===== src/rtl/airi5c_ex_hazard_ctrl_if.sv =====
// rtl/airi5c_ex_hazard_ctrl_if.sv - DE/EX hazard controller signal bundle
interface airi5c_ex_hazard_ctrl_if #(
    parameter int unsigned CNT_WIDTH = 32
);
    logic                 de_valid_i;
    logic                 uses_rs1_de_i;
    logic                 uses_rs2_de_i;
    logic                 uses_rs3_de_i;
    logic [4:0]           rs1_addr_de_i;
    logic [4:0]           rs2_addr_de_i;
    logic [4:0]           rs3_addr_de_i;
    logic                 ex_valid_i;
    logic                 load_ex_i;
    logic [4:0]           rd_addr_ex_i;
    logic                 mc_start_ex_i;
    logic                 mc_ready_i;
    logic                 wb_ready_i;
    logic                 redirect_ex_i;
    logic                 trap_i;
    logic                 wfi_ex_i;
    logic                 irq_pending_i;
    logic                 stall_de_o;
    logic                 stall_ex_o;
    logic                 killed_de_o;
    logic                 killed_ex_o;
    logic                 flush_o;
    logic                 sleeping_o;
    logic [CNT_WIDTH-1:0] stall_cnt_o;

    // Pipeline side: drives the hazard inputs, consumes the controls.
    modport master (
        output de_valid_i, uses_rs1_de_i, uses_rs2_de_i, uses_rs3_de_i,
        output rs1_addr_de_i, rs2_addr_de_i, rs3_addr_de_i,
        output ex_valid_i, load_ex_i, rd_addr_ex_i, mc_start_ex_i, mc_ready_i,
        output wb_ready_i, redirect_ex_i, trap_i, wfi_ex_i, irq_pending_i,
        input  stall_de_o, stall_ex_o, killed_de_o, killed_ex_o, flush_o,
        input  sleeping_o, stall_cnt_o
    );

    modport slave (
        input  de_valid_i, uses_rs1_de_i, uses_rs2_de_i, uses_rs3_de_i,
        input  rs1_addr_de_i, rs2_addr_de_i, rs3_addr_de_i,
        input  ex_valid_i, load_ex_i, rd_addr_ex_i, mc_start_ex_i, mc_ready_i,
        input  wb_ready_i, redirect_ex_i, trap_i, wfi_ex_i, irq_pending_i,
        output stall_de_o, stall_ex_o, killed_de_o, killed_ex_o, flush_o,
        output sleeping_o, stall_cnt_o
    );
endinterface


===== src/rtl/airi5c_ex_hazard_ctrl.sv =====
// rtl/airi5c_ex_hazard_ctrl.sv - stall/kill/flush sequencing for the DE->EX register
module airi5c_ex_hazard_ctrl #(
    parameter int unsigned FLUSH_CYCLES = 2,
    parameter int unsigned CNT_WIDTH    = 32
) (
    input logic                    clk_i,
    input logic                    rst_ni,
    airi5c_ex_hazard_ctrl_if.slave bus
);
    typedef enum logic [1:0] {
        RUN     = 2'd0,
        MC_WAIT = 2'd1,
        FLUSH   = 2'd2,
        SLEEP   = 2'd3
    } state_e;

    localparam logic [3:0] FLUSH_LOAD = 4'(FLUSH_CYCLES - 1);

    state_e               state_q, state_d;
    logic [3:0]           flush_cnt_q, flush_cnt_d;
    logic [CNT_WIDTH-1:0] stall_cnt_q;

    logic stall_de, stall_ex, killed_de, killed_ex, flush;
    logic load_use, redirect_ok, mc_block, wfi_sleep, wb_block;

    always_comb begin
        load_use = 1'b0;
        if (bus.de_valid_i && bus.ex_valid_i && bus.load_ex_i && (bus.rd_addr_ex_i != 5'd0)) begin
            load_use = (bus.uses_rs1_de_i && (bus.rs1_addr_de_i == bus.rd_addr_ex_i))
                    || (bus.uses_rs2_de_i && (bus.rs2_addr_de_i == bus.rd_addr_ex_i))
                    || (bus.uses_rs3_de_i && (bus.rs3_addr_de_i == bus.rd_addr_ex_i));
        end
    end

    // A redirect only counts once its instruction can actually retire into WB.
    assign redirect_ok = bus.redirect_ex_i & bus.ex_valid_i & bus.wb_ready_i;
    assign mc_block    = bus.ex_valid_i & bus.mc_start_ex_i & ~bus.mc_ready_i;
    assign wfi_sleep   = bus.ex_valid_i & bus.wfi_ex_i & bus.wb_ready_i & ~bus.irq_pending_i;
    assign wb_block    = bus.ex_valid_i & ~bus.wb_ready_i;

    always_comb begin
        stall_de    = 1'b0;
        stall_ex    = 1'b0;
        killed_de   = 1'b0;
        killed_ex   = 1'b0;
        flush       = 1'b0;
        state_d     = state_q;
        flush_cnt_d = flush_cnt_q;

        if (bus.trap_i) begin
            flush       = 1'b1;
            killed_de   = 1'b1;
            killed_ex   = 1'b1;
            flush_cnt_d = FLUSH_LOAD;
            state_d     = FLUSH;
        end else begin
            case (state_q)
                RUN: begin
                    if (redirect_ok) begin
                        flush       = 1'b1;
                        killed_de   = 1'b1;
                        flush_cnt_d = FLUSH_LOAD;
                        state_d     = FLUSH;
                    end else if (mc_block) begin
                        stall_de = 1'b1;
                        stall_ex = 1'b1;
                        state_d  = MC_WAIT;
                    end else if (wfi_sleep) begin
                        state_d = SLEEP;
                    end else if (wb_block) begin
                        stall_de = 1'b1;
                        stall_ex = 1'b1;
                    end else if (load_use) begin
                        stall_de  = 1'b1;
                        killed_de = 1'b1;
                    end
                end
                MC_WAIT: begin
                    if (bus.mc_ready_i && bus.wb_ready_i) begin
                        state_d = RUN;
                    end else begin
                        stall_de = 1'b1;
                        stall_ex = 1'b1;
                    end
                end
                FLUSH: begin
                    killed_de = 1'b1;
                    killed_ex = 1'b1;
                    if (redirect_ok) begin
                        flush       = 1'b1;
                        flush_cnt_d = FLUSH_LOAD;
                    end else if (flush_cnt_q == 4'd0) begin
                        state_d = RUN;
                    end else begin
                        flush_cnt_d = flush_cnt_q - 4'd1;
                    end
                end
                SLEEP: begin
                    if (bus.irq_pending_i) begin
                        state_d = RUN;
                    end else begin
                        stall_de = 1'b1;
                        stall_ex = 1'b1;
                    end
                end
                default: state_d = RUN;
            endcase
        end
    end

    always_ff @(posedge clk_i or negedge rst_ni) begin
        if (!rst_ni) begin
            state_q     <= RUN;
            flush_cnt_q <= 4'd0;
            stall_cnt_q <= '0;
        end else begin
            state_q     <= state_d;
            flush_cnt_q <= flush_cnt_d;
            // Saturating so long sleeps never read back as a small count.
            if ((stall_de || stall_ex) && !(&stall_cnt_q)) begin
                stall_cnt_q <= stall_cnt_q + CNT_WIDTH'(1);
            end
        end
    end

    assign bus.stall_de_o  = stall_de;
    assign bus.stall_ex_o  = stall_ex;
    assign bus.killed_de_o = killed_de;
    assign bus.killed_ex_o = killed_ex;
    assign bus.flush_o     = flush;
    assign bus.sleeping_o  = (state_q == SLEEP);
    assign bus.stall_cnt_o = stall_cnt_q;
endmodule


===== src/flat_wrapper.sv =====
// flat-port wrapper written by rule: the top's interface ports become plain ports
module airi5c_ex_hazard_ctrl_flat 
#(
    parameter int unsigned FLUSH_CYCLES = 2,
    parameter int unsigned CNT_WIDTH    = 32
)
  (clk_i, rst_ni, bus_de_valid_i, bus_uses_rs1_de_i, bus_uses_rs2_de_i, bus_uses_rs3_de_i, bus_rs1_addr_de_i, bus_rs2_addr_de_i, bus_rs3_addr_de_i, bus_ex_valid_i, bus_load_ex_i, bus_rd_addr_ex_i, bus_mc_start_ex_i, bus_mc_ready_i, bus_wb_ready_i, bus_redirect_ex_i, bus_trap_i, bus_wfi_ex_i, bus_irq_pending_i, bus_stall_de_o, bus_stall_ex_o, bus_killed_de_o, bus_killed_ex_o, bus_flush_o, bus_sleeping_o, bus_stall_cnt_o);
  airi5c_ex_hazard_ctrl_if #(.CNT_WIDTH(CNT_WIDTH)) bus_i ();
  input logic clk_i;
  input logic rst_ni;
  input wire logic [$bits(bus_i.de_valid_i)-1:0] bus_de_valid_i;
  input wire logic [$bits(bus_i.uses_rs1_de_i)-1:0] bus_uses_rs1_de_i;
  input wire logic [$bits(bus_i.uses_rs2_de_i)-1:0] bus_uses_rs2_de_i;
  input wire logic [$bits(bus_i.uses_rs3_de_i)-1:0] bus_uses_rs3_de_i;
  input wire logic [$bits(bus_i.rs1_addr_de_i)-1:0] bus_rs1_addr_de_i;
  input wire logic [$bits(bus_i.rs2_addr_de_i)-1:0] bus_rs2_addr_de_i;
  input wire logic [$bits(bus_i.rs3_addr_de_i)-1:0] bus_rs3_addr_de_i;
  input wire logic [$bits(bus_i.ex_valid_i)-1:0] bus_ex_valid_i;
  input wire logic [$bits(bus_i.load_ex_i)-1:0] bus_load_ex_i;
  input wire logic [$bits(bus_i.rd_addr_ex_i)-1:0] bus_rd_addr_ex_i;
  input wire logic [$bits(bus_i.mc_start_ex_i)-1:0] bus_mc_start_ex_i;
  input wire logic [$bits(bus_i.mc_ready_i)-1:0] bus_mc_ready_i;
  input wire logic [$bits(bus_i.wb_ready_i)-1:0] bus_wb_ready_i;
  input wire logic [$bits(bus_i.redirect_ex_i)-1:0] bus_redirect_ex_i;
  input wire logic [$bits(bus_i.trap_i)-1:0] bus_trap_i;
  input wire logic [$bits(bus_i.wfi_ex_i)-1:0] bus_wfi_ex_i;
  input wire logic [$bits(bus_i.irq_pending_i)-1:0] bus_irq_pending_i;
  output wire logic [$bits(bus_i.stall_de_o)-1:0] bus_stall_de_o;
  output wire logic [$bits(bus_i.stall_ex_o)-1:0] bus_stall_ex_o;
  output wire logic [$bits(bus_i.killed_de_o)-1:0] bus_killed_de_o;
  output wire logic [$bits(bus_i.killed_ex_o)-1:0] bus_killed_ex_o;
  output wire logic [$bits(bus_i.flush_o)-1:0] bus_flush_o;
  output wire logic [$bits(bus_i.sleeping_o)-1:0] bus_sleeping_o;
  output wire logic [$bits(bus_i.stall_cnt_o)-1:0] bus_stall_cnt_o;
  assign bus_i.de_valid_i = bus_de_valid_i;
  assign bus_i.uses_rs1_de_i = bus_uses_rs1_de_i;
  assign bus_i.uses_rs2_de_i = bus_uses_rs2_de_i;
  assign bus_i.uses_rs3_de_i = bus_uses_rs3_de_i;
  assign bus_i.rs1_addr_de_i = bus_rs1_addr_de_i;
  assign bus_i.rs2_addr_de_i = bus_rs2_addr_de_i;
  assign bus_i.rs3_addr_de_i = bus_rs3_addr_de_i;
  assign bus_i.ex_valid_i = bus_ex_valid_i;
  assign bus_i.load_ex_i = bus_load_ex_i;
  assign bus_i.rd_addr_ex_i = bus_rd_addr_ex_i;
  assign bus_i.mc_start_ex_i = bus_mc_start_ex_i;
  assign bus_i.mc_ready_i = bus_mc_ready_i;
  assign bus_i.wb_ready_i = bus_wb_ready_i;
  assign bus_i.redirect_ex_i = bus_redirect_ex_i;
  assign bus_i.trap_i = bus_trap_i;
  assign bus_i.wfi_ex_i = bus_wfi_ex_i;
  assign bus_i.irq_pending_i = bus_irq_pending_i;
  assign bus_stall_de_o = bus_i.stall_de_o;
  assign bus_stall_ex_o = bus_i.stall_ex_o;
  assign bus_killed_de_o = bus_i.killed_de_o;
  assign bus_killed_ex_o = bus_i.killed_ex_o;
  assign bus_flush_o = bus_i.flush_o;
  assign bus_sleeping_o = bus_i.sleeping_o;
  assign bus_stall_cnt_o = bus_i.stall_cnt_o;
  airi5c_ex_hazard_ctrl #(.FLUSH_CYCLES(FLUSH_CYCLES), .CNT_WIDTH(CNT_WIDTH)) u_core (.clk_i(clk_i), .rst_ni(rst_ni), .bus(bus_i));
endmodule

===== config.mk =====
export PLATFORM = sky130hd
export DESIGN_NAME = airi5c_ex_hazard_ctrl_flat
export DESIGN_NICKNAME = d
export VERILOG_FILES = /design/src/rtl/airi5c_ex_hazard_ctrl_if.sv /design/src/rtl/airi5c_ex_hazard_ctrl.sv /design/src/flat_wrapper.sv
export SDC_FILE = /design/constraint.sdc
export NUM_CORES = 1
export LEC_CHECK = 0
export ABC_AREA = 1
export ABC_CLOCK_PERIOD_IN_PS = 5150
export BUFFER_PORTS_ARGS = -buffer_cell sky130_fd_sc_hd__buf_2
export CAP_MARGIN = 5
export CORE_UTILIZATION = 55
export CTS_CLUSTER_SIZE = 8
export DETAILED_ROUTE_END_ITERATION = 10
export HOLD_SLACK_MARGIN = 0.08
export PLACE_DENSITY = 0.84
export SYNTH_ARGS = -nofsm -noshare
export SYNTH_HDL_FRONTEND = slang
export SYNTH_SLANG_ARGS = --single-unit
export TNS_END_PERCENT = 5

===== constraint.sdc =====
create_clock -name clk_i -period 5.15 [get_ports clk_i]
set_input_delay 1.03 -clock clk_i [delete_from_list [all_inputs] [get_ports clk_i]]
set_output_delay 1.03 -clock clk_i [all_outputs]
set_load 0.03 [all_outputs]

* Word level (Yosys, flattened, before mapping)
Cells that the tools add are included.
Word-level totals: bits in registers 38, input bits 35, logic and storage cells 90, output and inout port bits 38
Operators by class: add/subtract/negate cells 2, reduce and logical (&&, ||, !) cells 20, equal/unequal tests 13, muxes and demuxes 41, bitwise gates (word level) 11
Operator list (number):
- $add A32 B1 Y32 const B | 1
- $reduce_and A32 Y1 | 1
- $mux W1 | 24
- $mux W2 | 8
- $mux W4 | 4
- $eq A5 B5 Y1 | 3
- $ne A3 B2 Y1 const B | 3
- $and A1 B1 Y1 | 8
- $logic_and A1 B1 Y1 | 8
- $pmux W2 S4 | 1
- $pmux W4 S2 | 1
- $ne A3 B3 Y1 const B | 2
- $pmux W1 S3 | 2
- $ne A5 B2 Y1 const B | 1
- $reduce_and A5 Y1 | 1
- $reduce_bool A5 Y1 | 1
- $eq A2 B2 Y1 const B | 2
- $logic_not A4 Y1 | 1
- $ne A4 B3 Y1 const B | 1
- $sub A4 B1 Y4 const B | 1
- $logic_or A1 B1 Y1 | 3
- $not A1 Y1 | 3
- $reduce_and A3 Y1 | 1
- $reduce_bool A3 Y1 | 1
- other kinds (5) | 5

* Depth between registers and ports, before layout
depth after elaboration 14, gate-level depth with buffers 16

* Worst setup path after synthesis
Ideal clock, no wire load.
kind input port to output port, from input bus_wb_ready_i, to output bus_killed_de_o, data arrival time 2.198 ns, path slack 1.922 ns, buffers on the path 0, stages 4, data required time 4.120 ns, cells stage by stage nand3_1 -> o21ai_1 -> nor2_1 -> o21ai_0
Between the ends: word-level cells in the longest chain between the ends 8, elaborated cells on any way between the ends 11, classes of those cells mux: 6; bitwise: 5
Ends and longest elaborated chain:
- start, declared | line flat_wrapper.sv:23 | input wire logic [$bits(bus_i.wb_ready_i)-1:0] bus_wb_ready_i;
- $not A1 Y1 | line airi5c_ex_hazard_ctrl.sv:39 | assign wb_block = bus.ex_valid_i & ~bus.wb_ready_i;
- $and A1 B1 Y1 | line airi5c_ex_hazard_ctrl.sv:39
- $mux W1 | line airi5c_ex_hazard_ctrl.sv:70 | end else if (wb_block) begin
- $mux W1 | line airi5c_ex_hazard_ctrl.sv:68 | end else if (wfi_sleep) begin
- $mux W1 | line airi5c_ex_hazard_ctrl.sv:64 | end else if (mc_block) begin
- $mux W1 (*) | line airi5c_ex_hazard_ctrl.sv:59 | if (redirect_ok) begin
- $pmux W1 S2 (*) | line airi5c_ex_hazard_ctrl.sv:57 | case (state_q)
- $mux W1 (*) | line airi5c_ex_hazard_ctrl.sv:50 | if (bus.trap_i) begin
- end, declared | line flat_wrapper.sv:30 | output wire logic [$bits(bus_i.killed_de_o)-1:0] bus_killed_de_o;
Mark *: on every way between the ends. The rest lies on a longest branch, timed or not.

* Final worst setup path
from input bus_trap_i, to output bus_killed_de_o
Between the ends: word-level cells in the longest chain between the ends 1
Ends and longest elaborated chain:
- start, declared | line flat_wrapper.sv:25 | input wire logic [$bits(bus_i.trap_i)-1:0] bus_trap_i;
- $mux W1 | line airi5c_ex_hazard_ctrl.sv:50
No other way between the ends.

==> impl_metrics.tcl <==
set metrics [dict create \
    drv_cap 0 \
    synthToLayoutAreaGrowth_pct 15.26 \
    finalMaxSlewViolations 0 \
    initialDrtViolationCount 293 \
    synth_area_um2 2952 \
    first_pass_iters 5 \
    via_per_inst 5.346 \
    drive_above_1_share_pct 18.30 \
    wl_met2_mm 3.303 \
    reg2reg_slack_ps 2110 \
    setup_violations 0 \
    vias 3149 \
    synth-edff-count 0 \
    rsz0062_at_grt "false" \
    post-route-min-period_ps 3372 \
    die_w_um 75.26 \
    r2r_cells 11 \
    start_util_pct 57.42 \
    wire_per_inst_um 12.34 \
    postCtsHoldBufs 0 \
    m1WireLength_mm 3.420 \
    die_y_um 75.26 \
    drtAntennaViolNets 0 \
    crit_fanout 37 \
    io_pins 73 \
    io_buffer_count 72 \
    power.density_nw_per_um2 255.5 \
    syn_nets 492 \
    syn_avg_cell_area_um2 6.501 \
    timing.critical_path.buf_inv 3 \
    fin_nets 556 \
    cts_sinks 38 \
    path_cells "buf_2, inv_2, o21ai_1, nor2_1, o21ai_0, buf_2" \
    p_sw_uw 340.8 \
    worstPathRequired_ps 4120 \
    rr_startpoint "u_core.bus.stall_cnt_o[1]$_DFFE_PN0P_" \
    ys_types 33 \
    clock-skew-final_ps 7.732 \
    crit_path_top_delay_cell "inv_2" \
    fin_crit_sh_pct 65.47 \
    clk_path_buf_depth 2 \
    fp.coreArea_um2 5140 \
    clock_latency_ps 290 \
    synth_warnings 0 \
    relSlewSlack_pct 44.07 \
    place_hpwl_mm 5.588 \
    crit_type "primary input to output pin" \
    worstMarginPinSlew_ps 838.9 \
    routed-wl-met3_um 439 \
    hold_viol 0 \
    clkPwrFrac_pct 24.3 \
    rows 26 \
    grtUsageTotal_pct 28.32 \
    highest-signal-layer "met4" \
    cts.clk_slew.worst_paths_ps 70 \
    cts_buffers 5 \
    hold_path_end "u_core.bus.stall_cnt_o[31]$_DFFE_PN0P_" \
    power_frac_comb_pct 34.5 \
    async_flop_share_pct 100.0 \
    netSwitchingFraction_pct 39.20 \
    gr-total-overflow 0 \
    run_status "completed" \
    fin_tns_setup_ps 0 \
    holdWs_ps 507.9 \
    fmax_mhz 296.6 \
    slowest_delay_ps 440 \
    seq_area_frac_synth_pct 32.22 \
    cts_root_buffer "clkbuf_8" \
    htreeDepth 2 \
    grt_pass1_vias 2727 \
    p_seq_share_pct 41.1 \
    diodes 0 \
    path_common_cell "buf_2" \
    die_area_um2 5663 \
    ys.flop_type "dfrtp_1" \
    hold_depth 2 \
    r2r_end "u_core.bus.stall_cnt_o[6]$_DFFE_PN0P_" \
    cts_tree "built" \
    ys_ff_latch 38 \
    detail_route.wirelength_mm 7.271 \
    syn_inst 454 \
    grt_max_degree 39 \
    final_cells 589 \
    p_int_uw 528.5 \
    cts_setup_buffers 0 \
    cts.repair.resized 0 \
    drc_errors 0 \
    gp_congestion 0.9722 \
    cp.arrival_ps 2340 \
    antenna_found_initial 0 \
    cp-end-kind "output pin" \
    dp_cells 581 \
    fill_cells 484 \
    hp-class "flip-flop to flip-flop" \
    grt_pass1_wl_mm 12.29 \
    holdCritStartpoint "u_core.bus.stall_cnt_o[31]$_DFFE_PN0P_" \
    ir_drop_mv 0.1953 \
    start_kind "primary input" \
    p_leak_uw 0.001899 \
    path_delay_family "buffers and inverters" \
]
-- worst max path at each step --
stage                                                 end                 from  slack [ps]  cells after the start
floorplan                                 bus_killed_de_o       bus_wb_ready_i        1920                      4
global placement                          bus_killed_de_o           bus_trap_i        1780                      6
detailed placement  u_core.bus.stall_cnt_o[6]$_DFFE_PN0P_  bus_rd_addr_ex_i[4]        1780                     16
CTS                                       bus_killed_de_o           bus_trap_i        1780                      6
global route                              bus_killed_de_o           bus_trap_i        1620                      6
finish                                    bus_killed_de_o           bus_trap_i        1780                      6
-- stage by stage --
step / worst slack [ps] / cell area [um^2] / total power, uW / utilization (%)
6_report: 1778 / 3402 / 869.3 / 66.19
5_1_grt: 1617 / 3402 / 935.2 / 66.19
4_1_cts: 1781 / 3402 / 875.4 / 66.19
3_5_place_dp: 1780 / 3311 / 661.7 / 64.41
3_3_place_gp: 1776 / 3311 / 653.2 / 64.41
2_1_floorplan: 1922 / 2952 / 589.8 / -
-- worst reg2reg max path: stages (launching register included) --
cell     delay, ps
dfrtp_1        420
ha_1           270
nand2_1        150
nor2_4         160
nand4_2        150
nor2_1         130
nand3_1         90
nor3_2         200
nand3_2        520
nand3_2        650
nand2_1        130
nand2_1         90
-- registers in the layout, indices dropped and copies added, names as in the netlist --
signal and cells:
u_core.flush_cnt_q 4, u_core.state_q 2, u_core.bus.stall_cnt_o 32
-- cell families after synthesis --
logic type	Yosys count	synth area share (%)
AOI/OAI and AO/OA	14	2.586
DFF	38	32.22
xor gates and xnor gates	29	8.605
buffers and inverters	68	9.749
adders and majority gates	3	1.272
and+or+nand+nor	302	45.57
-- synthesized netlist by cell type (2+ instances only) --
cell type / number / share of area, %
a21oi_1: 5 / 0.85
a31oi_1: 2 / 0.42
buf_1: 4 / 0.51
buf_2: 5 / 0.85
buf_6: 3 / 1.1
clkbuf_1: 2 / 0.25
dfrtp_1: 38 / 32
ha_1: 3 / 1.3
inv_1: 43 / 5.5
inv_2: 9 / 1.1
nand2_1: 172 / 22
nand3_1: 13 / 2.2
nand3_2: 2 / 0.68
nand4_1: 41 / 8.7
nor2_1: 43 / 5.5
nor3_1: 13 / 2.2
nor3b_1: 2 / 0.51
nor4_1: 9 / 1.9
o21ai_0: 4 / 0.68
xnor2_1: 7 / 2.1
xor2_1: 22 / 6.5
-- routing by layer --
layer  vias to the layer above  GRT usage, %
li1                       1595             -
met1                      1430         37.85
met2                       110         46.45
met3                        14         6.024
met4                         0         8.025
met5                         -             0
-- power by group through the flow --
stage | sequential, uW | combinational (uW) | clock (uW)
after floorplan | 375 | 215 | 0
after global placement | 362 | 291 | 0
after detailed placement | 364 | 298 | 0
after CTS | 358 | 301 | 217
after global routing | 364 | 341 | 230
final | 357 | 300 | 212
-- cell type report --
| cell class | count | area, um^2 | share of cell area, % |
|---|---|---|---|
| repair buffers | 72 | 360.3 | 10.59 |
| flip-flops and latches | 38 | 950.9 | 27.95 |
| multi-input cells | 348 | 1713 | 50.35 |
| inverters | 53 | 198.9 | 5.848 |
| clock inverters | 1 | 5.005 | 0.1471 |
| clock buffers | 7 | 86.33 | 2.538 |
| well taps | 70 | 87.58 | 2.574 |
-- placed cells by master (no fill, tap or decap), types with 2 or more instances in the layout --
master,netlist,layout
a21oi_1,5,5
a31oi_1,2,2
buf_2,5,72
clkbuf_8,0,6
dfrtp_1,38,38
ha_1,3,3
inv_1,43,43
inv_2,9,9
nand2_1,172,172
nand3_1,13,13
nand3_2,2,2
nand4_1,41,41
nor2_1,43,43
nor3_1,13,13
nor3b_1,2,2
nor4_1,9,9
o21ai_0,4,4
xnor2_1,7,7
xor2_1,22,22
No activity file was read; power rests on OpenSTA's default activity.
